<file path="src/rtl/muldiv_ctrl_pkg.sv">
// Shared encodings and constants for the multiply/divide controller.
package muldiv_ctrl_pkg;

    // Multiply/divide opcodes as presented by the EX stage.
    typedef enum logic [1:0] {
        OP_DIV   = 2'b00,
        OP_DIVU  = 2'b01,
        OP_MULT  = 2'b10,
        OP_MULTU = 2'b11
    } op_t;

    // Controller states.
    typedef enum logic [1:0] {
        IDLE = 2'd0,
        DIV  = 2'd1,
        MUL  = 2'd2,
        DONE = 2'd3
    } state_t;

    // One quotient bit per iteration.
    localparam int DIV_ITERS = 32;

endpackage

</file>
<file path="src/rtl/muldiv_ctrl_if.sv">
// EX/WB-facing request, write-back and HI/LO result bundle.
interface muldiv_ctrl_if;
    import muldiv_ctrl_pkg::*;

    logic        req_valid;
    op_t         req_op;
    logic [31:0] vsrc1;
    logic [31:0] vsrc2;
    logic        ex_advance;
    logic        flush;
    logic        wb_hi_we;
    logic        wb_lo_we;
    logic [31:0] wb_wdata;
    logic        div_complete;
    logic        busy;
    logic [31:0] hi;
    logic [31:0] lo;

    // Pipeline side: issues requests and MTHI/MTLO writes.
    modport master (
        output req_valid, req_op, vsrc1, vsrc2, ex_advance, flush,
               wb_hi_we, wb_lo_we, wb_wdata,
        input  div_complete, busy, hi, lo
    );

    // Controller side.
    modport slave (
        input  req_valid, req_op, vsrc1, vsrc2, ex_advance, flush,
               wb_hi_we, wb_lo_we, wb_wdata,
        output div_complete, busy, hi, lo
    );

endinterface

</file>
<file path="src/rtl/muldiv_ctrl_div_iter.sv">
// Restoring divider datapath: works on magnitudes, one quotient bit per step.
// Outputs show the sign-corrected result of the step taken this cycle, so the
// controller can commit on the final iteration without an extra cycle.
module muldiv_ctrl_div_iter (
    input  logic        clk,
    input  logic        reset,
    input  logic        load,
    input  logic        step,
    input  logic        is_signed,
    input  logic [31:0] dividend,
    input  logic [31:0] divisor,
    output logic [31:0] quotient,
    output logic [31:0] remainder
);

    // work_reg = {partial remainder, dividend bits shifting out / quotient bits shifting in}
    logic [63:0] work_reg;
    logic [31:0] divisor_reg;
    logic        neg_q_reg;
    logic        neg_r_reg;

    logic        a_neg;
    logic        b_neg;
    logic [31:0] abs_a;
    logic [31:0] abs_b;
    logic [32:0] partial;
    logic [31:0] sub;
    logic        fits;
    logic [63:0] work_next;

    // Operand magnitudes and one restoring step.
    always_comb begin
        a_neg     = is_signed & dividend[31];
        b_neg     = is_signed & divisor[31];
        abs_a     = a_neg ? -dividend : dividend;
        abs_b     = b_neg ? -divisor : divisor;
        partial   = work_reg[63:31];
        // When the trial subtraction fits, the true difference is below 2^32,
        // so the low 32 bits are exact.
        sub       = partial[31:0] - divisor_reg;
        fits      = partial >= {1'b0, divisor_reg};
        work_next = {(fits ? sub : partial[31:0]), work_reg[30:0], fits};
        quotient  = neg_q_reg ? -work_next[31:0] : work_next[31:0];
        remainder = neg_r_reg ? -work_next[63:32] : work_next[63:32];
    end

    // Load magnitudes and signs at accept, then shift one bit per step.
    always_ff @(posedge clk) begin
        if (reset) begin
            work_reg    <= '0;
            divisor_reg <= '0;
            neg_q_reg   <= 1'b0;
            neg_r_reg   <= 1'b0;
        end else if (load) begin
            work_reg    <= {32'd0, abs_a};
            divisor_reg <= abs_b;
            neg_q_reg   <= a_neg ^ b_neg;
            neg_r_reg   <= a_neg;
        end else if (step) begin
            work_reg    <= work_next;
        end
    end

endmodule

</file>
<file path="src/rtl/muldiv_ctrl.sv">
// Multiply/divide sequencer for EX; owns HI/LO and arbitrates MTHI/MTLO writes.
module muldiv_ctrl #(
    parameter int DIV_ITERS = muldiv_ctrl_pkg::DIV_ITERS
) (
    input  logic           clk,
    input  logic           reset,
    muldiv_ctrl_if.slave   bus
);
    import muldiv_ctrl_pkg::*;

    localparam int CNT_W = $clog2(DIV_ITERS);

    state_t             state_reg;
    op_t                op_reg;
    logic [31:0]        op_a_reg;
    logic [31:0]        op_b_reg;
    logic [CNT_W-1:0]   count_reg;
    logic [31:0]        hi_reg;
    logic [31:0]        lo_reg;
    logic               div_complete_reg;
    logic               busy_reg;

    logic               accept;
    logic               req_is_div;
    logic               div_load;
    logic               div_step;
    logic [31:0]        iter_q;
    logic [31:0]        iter_r;
    logic [31:0]        div_hi;
    logic [31:0]        div_lo;
    logic               mul_signed;
    logic [63:0]        ext_a;
    logic [63:0]        ext_b;
    logic [63:0]        product;

    // Accept decode, divide-by-zero override and the single-cycle product.
    always_comb begin
        req_is_div = (bus.req_op == OP_DIV) || (bus.req_op == OP_DIVU);
        accept     = (state_reg == IDLE) && bus.req_valid && !bus.flush;
        div_load   = accept && req_is_div;
        div_step   = (state_reg == DIV);
        div_lo     = (op_b_reg == 32'd0) ? 32'hFFFF_FFFF : iter_q;
        div_hi     = (op_b_reg == 32'd0) ? op_a_reg : iter_r;
        mul_signed = (op_reg == OP_MULT);
        ext_a      = {{32{mul_signed & op_a_reg[31]}}, op_a_reg};
        ext_b      = {{32{mul_signed & op_b_reg[31]}}, op_b_reg};
        product    = ext_a * ext_b;
    end

    muldiv_ctrl_div_iter u_div_iter (
        .clk       (clk),
        .reset     (reset),
        .load      (div_load),
        .step      (div_step),
        .is_signed (bus.req_op == OP_DIV),
        .dividend  (bus.vsrc1),
        .divisor   (bus.vsrc2),
        .quotient  (iter_q),
        .remainder (iter_r)
    );

    // Control FSM plus HI/LO; a commit is written after the WB writes so it wins.
    always_ff @(posedge clk) begin
        if (reset) begin
            state_reg        <= IDLE;
            op_reg           <= OP_DIV;
            op_a_reg         <= '0;
            op_b_reg         <= '0;
            count_reg        <= '0;
            hi_reg           <= '0;
            lo_reg           <= '0;
            div_complete_reg <= 1'b0;
            busy_reg         <= 1'b0;
        end else begin
            if (bus.wb_hi_we) hi_reg <= bus.wb_wdata;
            if (bus.wb_lo_we) lo_reg <= bus.wb_wdata;
            case (state_reg)
                IDLE: begin
                    if (accept) begin
                        op_reg    <= bus.req_op;
                        op_a_reg  <= bus.vsrc1;
                        op_b_reg  <= bus.vsrc2;
                        count_reg <= '0;
                        busy_reg  <= 1'b1;
                        state_reg <= req_is_div ? DIV : MUL;
                    end
                end
                DIV: begin
                    if (bus.flush) begin
                        state_reg <= IDLE;
                        busy_reg  <= 1'b0;
                    end else if (count_reg == CNT_W'(DIV_ITERS - 1)) begin
                        hi_reg           <= div_hi;
                        lo_reg           <= div_lo;
                        div_complete_reg <= 1'b1;
                        state_reg        <= DONE;
                    end else begin
                        count_reg <= count_reg + 1'b1;
                    end
                end
                MUL: begin
                    if (bus.flush) begin
                        state_reg <= IDLE;
                        busy_reg  <= 1'b0;
                    end else begin
                        hi_reg           <= product[63:32];
                        lo_reg           <= product[31:0];
                        div_complete_reg <= 1'b1;
                        state_reg        <= DONE;
                    end
                end
                DONE: begin
                    if (bus.flush || bus.ex_advance) begin
                        div_complete_reg <= 1'b0;
                        busy_reg         <= 1'b0;
                        state_reg        <= IDLE;
                    end
                end
                default: state_reg <= IDLE;
            endcase
        end
    end

    assign bus.div_complete = div_complete_reg;
    assign bus.busy         = busy_reg;
    assign bus.hi           = hi_reg;
    assign bus.lo           = lo_reg;

endmodule
</file>
<file path="src/flat_wrapper.sv">
// flat-port wrapper written by rule: the top's interface ports become plain ports
module muldiv_ctrl_flat import muldiv_ctrl_pkg::*;
#(
    parameter int DIV_ITERS = muldiv_ctrl_pkg::DIV_ITERS
)
  (clk, reset, bus_req_valid, bus_req_op, bus_vsrc1, bus_vsrc2, bus_ex_advance, bus_flush, bus_wb_hi_we, bus_wb_lo_we, bus_wb_wdata, bus_div_complete, bus_busy, bus_hi, bus_lo);
  muldiv_ctrl_if bus_i ();
  input  logic clk;
  input  logic reset;
  input wire logic [$bits(bus_i.req_valid)-1:0] bus_req_valid;
  input wire logic [$bits(bus_i.req_op)-1:0] bus_req_op;
  input wire logic [$bits(bus_i.vsrc1)-1:0] bus_vsrc1;
  input wire logic [$bits(bus_i.vsrc2)-1:0] bus_vsrc2;
  input wire logic [$bits(bus_i.ex_advance)-1:0] bus_ex_advance;
  input wire logic [$bits(bus_i.flush)-1:0] bus_flush;
  input wire logic [$bits(bus_i.wb_hi_we)-1:0] bus_wb_hi_we;
  input wire logic [$bits(bus_i.wb_lo_we)-1:0] bus_wb_lo_we;
  input wire logic [$bits(bus_i.wb_wdata)-1:0] bus_wb_wdata;
  output wire logic [$bits(bus_i.div_complete)-1:0] bus_div_complete;
  output wire logic [$bits(bus_i.busy)-1:0] bus_busy;
  output wire logic [$bits(bus_i.hi)-1:0] bus_hi;
  output wire logic [$bits(bus_i.lo)-1:0] bus_lo;
  assign bus_i.req_valid = bus_req_valid;
  assign bus_i.req_op = bus_req_op;
  assign bus_i.vsrc1 = bus_vsrc1;
  assign bus_i.vsrc2 = bus_vsrc2;
  assign bus_i.ex_advance = bus_ex_advance;
  assign bus_i.flush = bus_flush;
  assign bus_i.wb_hi_we = bus_wb_hi_we;
  assign bus_i.wb_lo_we = bus_wb_lo_we;
  assign bus_i.wb_wdata = bus_wb_wdata;
  assign bus_div_complete = bus_i.div_complete;
  assign bus_busy = bus_i.busy;
  assign bus_hi = bus_i.hi;
  assign bus_lo = bus_i.lo;
  muldiv_ctrl #(.DIV_ITERS(DIV_ITERS)) u_core (.clk(clk), .reset(reset), .bus(bus_i));
endmodule
</file>
<file path="config.mk">
export PLATFORM = sky130hd
export DESIGN_NAME = muldiv_ctrl_flat
export DESIGN_NICKNAME = d
export VERILOG_FILES = /design/src/rtl/muldiv_ctrl_pkg.sv /design/src/rtl/muldiv_ctrl_if.sv /design/src/rtl/muldiv_ctrl_div_iter.sv /design/src/rtl/muldiv_ctrl.sv /design/src/flat_wrapper.sv
export SDC_FILE = /design/constraint.sdc
export NUM_CORES = 2
export LEC_CHECK = 0
export CAP_MARGIN = 20
export CORE_UTILIZATION = 48
export DETAILED_ROUTE_END_ITERATION = 7
export GPL_TIMING_DRIVEN = 0
export PLACE_DENSITY = 0.67
export REMOVE_ABC_BUFFERS = 1
export SLEW_MARGIN = 20
export SYNTH_ARGS = -nofsm -noshare
export SYNTH_HDL_FRONTEND = slang
export SYNTH_SLANG_ARGS = --single-unit
export TNS_END_PERCENT = 1
</file>
<file path="constraint.sdc">
create_clock -name clk -period 8.7 [get_ports clk]
set_input_delay 2.175 -clock clk [delete_from_list [all_inputs] [get_ports clk]]
set_output_delay 2.175 -clock clk [all_outputs]
set_load 0.005 [all_outputs]
</file>
# After elaboration in Yosys (flattened, before gate mapping)
# Index checks and enable logic that the tools add are counted.
dict set report totals {
  reg_bits 237
  out_inout_bits 66
}
dict set report op_classes {
  add_sub_neg 6
  multipliers 1
  n_lt_le_gt_ge 1
  eq_ne 14
  n_mux 38
  bitwise_logic 5
  n_reduce_logical 19
}
# operator count
set op_table {}
lappend op_table {{32-bit two-way mux} 17}
lappend op_table {{32-bit negation} 4}
lappend op_table {{32-bit case mux with 2 select lines} 2}
lappend op_table {{33-bit by 33-bit multiplier with 64-bit output} 1}
lappend op_table {{33-bit by 32-bit greater-or-equal comparator with 1-bit output} 1}
lappend op_table {{32-bit zero test} 1}
lappend op_table {{32-bit subtractor} 1}
lappend op_table {{5-bit two-way mux} 3}
lappend op_table {{2-bit two-way mux} 6}
lappend op_table {{5-bit case mux with 2 select lines} 1}
lappend op_table {{2-bit inequality test (second input constant)} 4}
lappend op_table {{2-bit case mux with 4 select lines} 1}
lappend op_table {{2-bit == test (second input constant)} 3}
lappend op_table {{1-bit two-way mux} 6}
lappend op_table {{2-bit by 1-bit inequality test with 1-bit output (second input constant)} 3}
lappend op_table {{1-bit case mux with 3 select lines} 2}
lappend op_table {{3-bit AND reduction} 2}
lappend op_table {{5-bit by 1-bit adder with 5-bit output (second input constant)} 1}
lappend op_table {{5-bit == test (second input constant)} 1}
lappend op_table {{5-bit AND reduction} 1}
lappend op_table {{1-bit AND} 4}
lappend op_table {{2-bit by 1-bit == test with 1-bit output (second input constant)} 2}
lappend op_table {{2-bit zero test} 2}
lappend op_table {{4-bit AND reduction} 1}
lappend op_table {{9 further kinds} 14}

# Depth between registers and ports, before layout
dict set report depth {
  ltp_word 8
  depth_mapped 34
}

# Cells and area by module
# From an unflattened synthesis, not the netlist that was laid out.
dict set report unflattened {
  hier_cells 6508
  hier_area_um2 54707.5
}
# mod n_inst cells_per_inst area_each_um2 seq_area_each_um2
set modules_own_cells {}
lappend modules_own_cells {muldiv_ctrl 1 5311 45818.9 2782.7}
lappend modules_own_cells {muldiv_ctrl_div_iter 1 1197 8888.5 1961.9}

# Worst setup path after synthesis
# OpenSTA, ideal clock, no wires.
dict set report synth_path {
  path_type {reg2reg}
  from {register u_core.op_a_reg[31]}
  to {register u_core.hi_reg[30] (netlist: u_core.bus.hi[30])}
  setup_time_ps 124
  arrival_ps 8196
  setup_slack_ps 380
  stages_incl_launch_ff 33
  path_buffers 3
  period_less_slack_ps 8320
  path_cell_list {dfxtp_1 > clkbuf_1 > and2_1 > clkbuf_1 > nand2_1 > inv_1 > fa_1 > inv_1 > fa_1 > inv_1 > fa_1 > fa_1 > inv_1 > fa_1 > inv_1 > fa_1 > inv_1 > fa_1 > fa_1 > inv_1 > ha_1 > clkbuf_1 > nand2_1 > a21oi_1 > o41ai_1 > o21ai_0 > a2111oi_0 > o21bai_1 > a21oi_1 > o21bai_1 > a21oi_1 > xor2_1 > o21bai_1}
}
dict set report synth_between {
  elab_chain_cells 4
}
# item line
set synth_lines {}
lappend synth_lines {{start: declaration} muldiv_ctrl.sv:15} ;# logic [31:0] op_a_reg;
lappend synth_lines {{start signal: assignment} muldiv_ctrl.sv:81} ;# op_a_reg <= bus.vsrc1;
lappend synth_lines {{1-bit AND} muldiv_ctrl.sv:45} ;# ext_a = {{32{mul_signed & op_a_reg[31]}}, op_a_reg};
lappend synth_lines {{33-bit by 33-bit multiplier with 64-bit output *} muldiv_ctrl.sv:47} ;# product = ext_a * ext_b;
lappend synth_lines {{32-bit two-way mux *} muldiv_ctrl.sv:102} ;# if (bus.flush) begin
lappend synth_lines {{32-bit case mux with 2 select lines *} muldiv_ctrl.sv:77} ;# case (state_reg)
lappend synth_lines {{end signal: assignment} muldiv_ctrl.sv:75} ;# if (bus.wb_hi_we) hi_reg <= bus.wb_wdata;
lappend synth_lines {{end signal: assignment} muldiv_ctrl.sv:93} ;# hi_reg <= div_hi;
lappend synth_lines {{end signal: assignment} muldiv_ctrl.sv:106} ;# hi_reg <= product[63:32];
lappend synth_lines {{end: declaration} muldiv_ctrl.sv:18} ;# logic [31:0] hi_reg;
# Mark *: on every way between the ends. The rest lies on a longest branch, timed or not.
# A chain may end at the register's enable or synchronous reset.

# Final worst setup path
dict set report layout_path {
  from {register u_core.op_a_reg[23]}
  to {register u_core.hi_reg[20] (netlist: u_core.bus.hi[20])}
}
dict set report layout_between {
  elab_chain_cells 3
}
# item line
set layout_lines {}
lappend layout_lines {{33-bit by 33-bit multiplier with 64-bit output} muldiv_ctrl.sv:47}
lappend layout_lines {{32-bit two-way mux} muldiv_ctrl.sv:102}
lappend layout_lines {{32-bit case mux with 2 select lines} muldiv_ctrl.sv:77}
# No other way between the ends.

==> impl.org <==
** Status
- Result of the run :: finished clean

** Floorplan
- Standard cell core area :: 111000 um2
- Die Outline Area :: 113000 um2
- The floorplan has roughly 120 rows.
- I/O pins :: 171
- From left edge to right edge, the die measures 336 um.
- Once the floorplan was initialized, standard cells occupied around half of the core.
- In this run the vertical extent of the chip is 336 um.

** Yosys
- After synthesis, the netlist uses 93 different library cells.
- After synthesis, the largest area contributor takes up 42.0% of total cell area.
- Ranked by total cell area, the synthesized netlist is headed by sky130_fd_sc_hd__fa_1, sky130_fd_sc_hd__dfxtp_1, sky130_fd_sc_hd__inv_1, sky130_fd_sc_hd__nand2_1, sky130_fd_sc_hd__ha_1.
- Synthesized area :: roughly 54000 um2
- Most used flip-flop cell after synthesis :: sky130_fd_sc_hd__dfxtp_1
- Number of synthesized flops with an enable pin :: 0
- Yosys synthesis warning count :: 0
- Post-synthesis sequential area ratio :: 8.84%
- Number of standard cells after synthesis :: about 6300
- Ranked by instance count, the synthesized netlist is headed by sky130_fd_sc_hd__inv_1, sky130_fd_sc_hd__fa_1, sky130_fd_sc_hd__nand2_1.
- The most common cell in the synthesized netlist is sky130_fd_sc_hd__inv_1.
- Synth Area per Inst :: approximately 8.5 um2
- Post-synthesis sequential element count :: 237
- FFs w/ async S/R, synth :: 0%
- The biggest area contributor in the post-synthesis netlist is sky130_fd_sc_hd__fa_1.

** Worst setup path
- Max stage delay cell, worst path :: sky130_fd_sc_hd__fa_1
- Endpoint class of the critical path :: flip-flop
- Counting stages on the worst path, the most repeated cell is sky130_fd_sc_hd__fa_1.
- Of all nets on the critical path, the largest fanout is 27.
- The setup path with the least slack is of type reg -> reg.
- The worst setup path is launched from a flip-flop.
- Worst Reg2Reg Path Length in Cells :: 29
- Required arrival time at the worst endpoint :: 9210 ps
- Slowest stage delay, CP :: about 550 ps
- At the worst endpoint, the arrival time is 9080 ps.

** Place
- Prior to clock tree synthesis, the placed netlist has a worst setup slack of -1710 ps.
- Instance area after placement :: around 57000 um2
- Dpl cells :: 7658
- Final HPWL DP :: 136 mm
- Input and output buffers added on the ports amount to 170.
- Global placer's final weighted congestion :: 0.961

** Timing
- On the final layout, the worst clock skew is 45.0 ps.
- On the final layout, the worst hold slack is 458 ps.
- Measured against its own limit, the worst slew margin works out to 19.7%.
- Number of pins with negative max-slew slack in the final report :: 0
- Crit path setup slack, layout :: 132 ps
- Slew at the pin closest to its max-slew limit :: 1200 ps
- Setup repair after global routing could not meet its margin everywhere.
- Setup violations remaining at the end of the flow were counted as 0.
- Period utilization :: between 90% and 100%
- The routed design could run at a clock period as short as 8570 ps.
- Hold Fails Final Rpt :: 0
- Fmax :: between 100 and 150 MHz

** Final layout
- The finished cells cover 58800 um2.
- Share of layout cells above drive strength 1 :: 5.69%
- For this run, the post-layout net count is 7704.
- Number of flip-flops in the largest register :: 64
- Filler-free cell count of the finished design :: 7731
- Relative to the synthesized area, the layout overhead comes to 9.47%.

** Drt
- Summing over every cut layer, the via total after detailed routing is 43900.
- Wires add up to 167 mm.
- In this run the remaining antenna-violating nets after routing total 0.
- Number of search-and-repair iterations in the first detailed-routing pass :: 8
- DR iter-0 viols :: 3860
- Via density per instance :: between 5 and 6
- For this block, wires on met1 add up to 67.3 mm.
- For this run, design rule violations remaining after detail routing come to 0.
- Detailed routing placed a total of 74.2 mm of wire on met2.
- Average routed wire per standard cell :: 21.5 um
- The highest layer touched by signal routing is met5.
- After detailed routing, the met3 layer carries between 15 and 20 mm of wire.

** Global routing
- Global-route wire length before repair :: 263 mm
- All-Layer GR Usage :: 30.2%
- Initial antenna violation count :: 6
- The via count of the first global-routing pass is 45400.
- Pin count of the biggest net entering global routing :: 118
- Total global routing overflow :: 0

** Power and ir drop
- The analysis attributes to cell leakage a power of 25.9 nW.
- Sequential share of power :: about 17%
- In this run, the clock network consumes 12.6% of the power.
- Cell internal power was estimated by the tool at between 0.004 and 0.005 W.
- The completed layout was analyzed and its total power is 0.0100 W.
- Switching part of the total :: a little over half
- Switching power summed over all nets :: 0.00551 W
- IR analysis of the VDD net gives a maximum drop of 0.000380 V.
- Power density over the cells :: 171 nW/um2
- Combinational Power Share :: 70.4%

** CTS
- TritonCTS sink count :: 237
- CTS H-tree lvls :: 1
- TritonCTS built the clock tree.
- Buffers inserted during clock tree synthesis total 28.
- No sink is reached through more buffers than the 3 on the longest clock path.
- Hold buffers post-CTS :: 0
- Insertion delay to the later sink of the worst-skew pair :: 600 ps
- CTS clk-pin slew, worst paths :: 70 ps
- Clock tree synthesis selected as its root buffer the cell sky130_fd_sc_hd__clkbuf_16.

** Run
- Maximum capacitance violations :: 0

** Hold path
- Along the worst hold path, the cell count comes to 2.
- Class of the tightest hold or removal check :: reg -> reg
-- layer usage --
| layer | vias up | GRT usage (%) |
|---|---|---|
| li1 | 19100 | - |
| met1 | 22300 | 41.3 |
| met2 | 2033 | 47.1 |
| met3 | 402 | 7.16 |
| met4 | 12 | 10.4 |
| met5 | - | 0 |
-- cell families after synthesis --
family / share of synthesized area (%)
AND/OR/NAND/NOR: 15.9
adder cells (fa/ha/maj): 47.9
multiplexers: 2.57
AO/OA/AOI/OAI: 9.75
XOR/XNOR: 3.31
buffers and inverters: 11.7
flip-flops: 8.84
-- power by group through the flow --
stage	combinational [W]	sequential [W]	clock [W]
6_report	0.00708	0.00170	0.00127
5_1_grt	0.00761	0.00170	0.00132
4_1_cts	0.00689	0.00166	0.00127
3_5_place_dp	0.00684	0.00169	0
3_3_place_gp	0.00632	0.00199	0
2_1_floorplan	0.00447	0.00159	0
-- metrics by stage --
| step | setup TNS (ps) | util (%) |
|---|---|---|
| finish | 0 | 53.0 |
| global route | -106 | 53.0 |
| CTS | -71.2 | 52.8 |
| detailed placement | -19800 | 51.8 |
| global placement | -165730 | 50.2 |
| floorplan | -81.2 | - |
-- placed cells by master, fill, tap and decap left out, types with 17 or more instances in the layout --
cell type                         instances
sky130_fd_sc_hd__inv_1                 1246
sky130_fd_sc_hd__fa_1                  1120
sky130_fd_sc_hd__nand2_1               1065
sky130_fd_sc_hd__nor2_1                 275
sky130_fd_sc_hd__and2_1                 267
sky130_fd_sc_hd__a21oi_1                264
sky130_fd_sc_hd__ha_1                   245
sky130_fd_sc_hd__dfxtp_1                173
sky130_fd_sc_hd__clkdlybuf4s50_1        167
sky130_fd_sc_hd__o21ai_0                125
sky130_fd_sc_hd__xnor2_1                111
sky130_fd_sc_hd__a211oi_1               103
sky130_fd_sc_hd__mux2i_1                 94
sky130_fd_sc_hd__xor2_1                  92
sky130_fd_sc_hd__buf_12                  61
sky130_fd_sc_hd__dfxtp_2                 56
sky130_fd_sc_hd__nor3_1                  44
sky130_fd_sc_hd__nand3_1                 38
sky130_fd_sc_hd__a21o_1                  38
sky130_fd_sc_hd__mux2_2                  35
sky130_fd_sc_hd__and3_1                  33
sky130_fd_sc_hd__o31ai_1                 30
sky130_fd_sc_hd__clkbuf_16               29
sky130_fd_sc_hd__nor4_1                  28
sky130_fd_sc_hd__nand2b_1                27
sky130_fd_sc_hd__a22oi_1                 23
sky130_fd_sc_hd__nand4_1                 21
sky130_fd_sc_hd__or3_1                   20
sky130_fd_sc_hd__nor2b_1                 19
sky130_fd_sc_hd__o22ai_1                 19
sky130_fd_sc_hd__o21ai_1                 18
sky130_fd_sc_hd__o21bai_1                18
sky130_fd_sc_hd__or2_2                   17
-- layout make-up --
class	count	area (um2)
well taps	1488	1860
diodes	2	5.00
flip-flops and latches	237	4840
clock inverters	10	120
fillers	10200	52100
multi-input cells	4428	42900
clock buffers	42	855
repair buffers	267	3470
inverters	1257	4740
-- worst max-delay path, delay by kind of cell, from the launching register on --
family | cells | cell delay, ps
compound gates | 12 | 2500
xor+xnor | 1 | 260
buf+inv | 6 | 630
flops | 1 | 440
simple gates | 1 | 170
fa+ha+maj | 9 | 4490
-- worst paths after layout --
path / slack, ps / start / to
max: 130 / u_core.op_a_reg[23] / u_core.bus.hi[20]
min reg2reg: 460 / u_core.count_reg[4] / u_core.count_reg[4]
min: 460 / u_core.count_reg[4] / u_core.count_reg[4]
max reg2reg: 130 / u_core.op_a_reg[23] / u_core.bus.hi[20]
-- repair_timing --
action                     CTS  global route
setup endpoints to repair   27            22
hold endpoints to repair     0             0
setup buffers                7            10
pin swaps                    3             7
resized for setup           20            38
No activity file was read; power rests on OpenSTA's default activity.
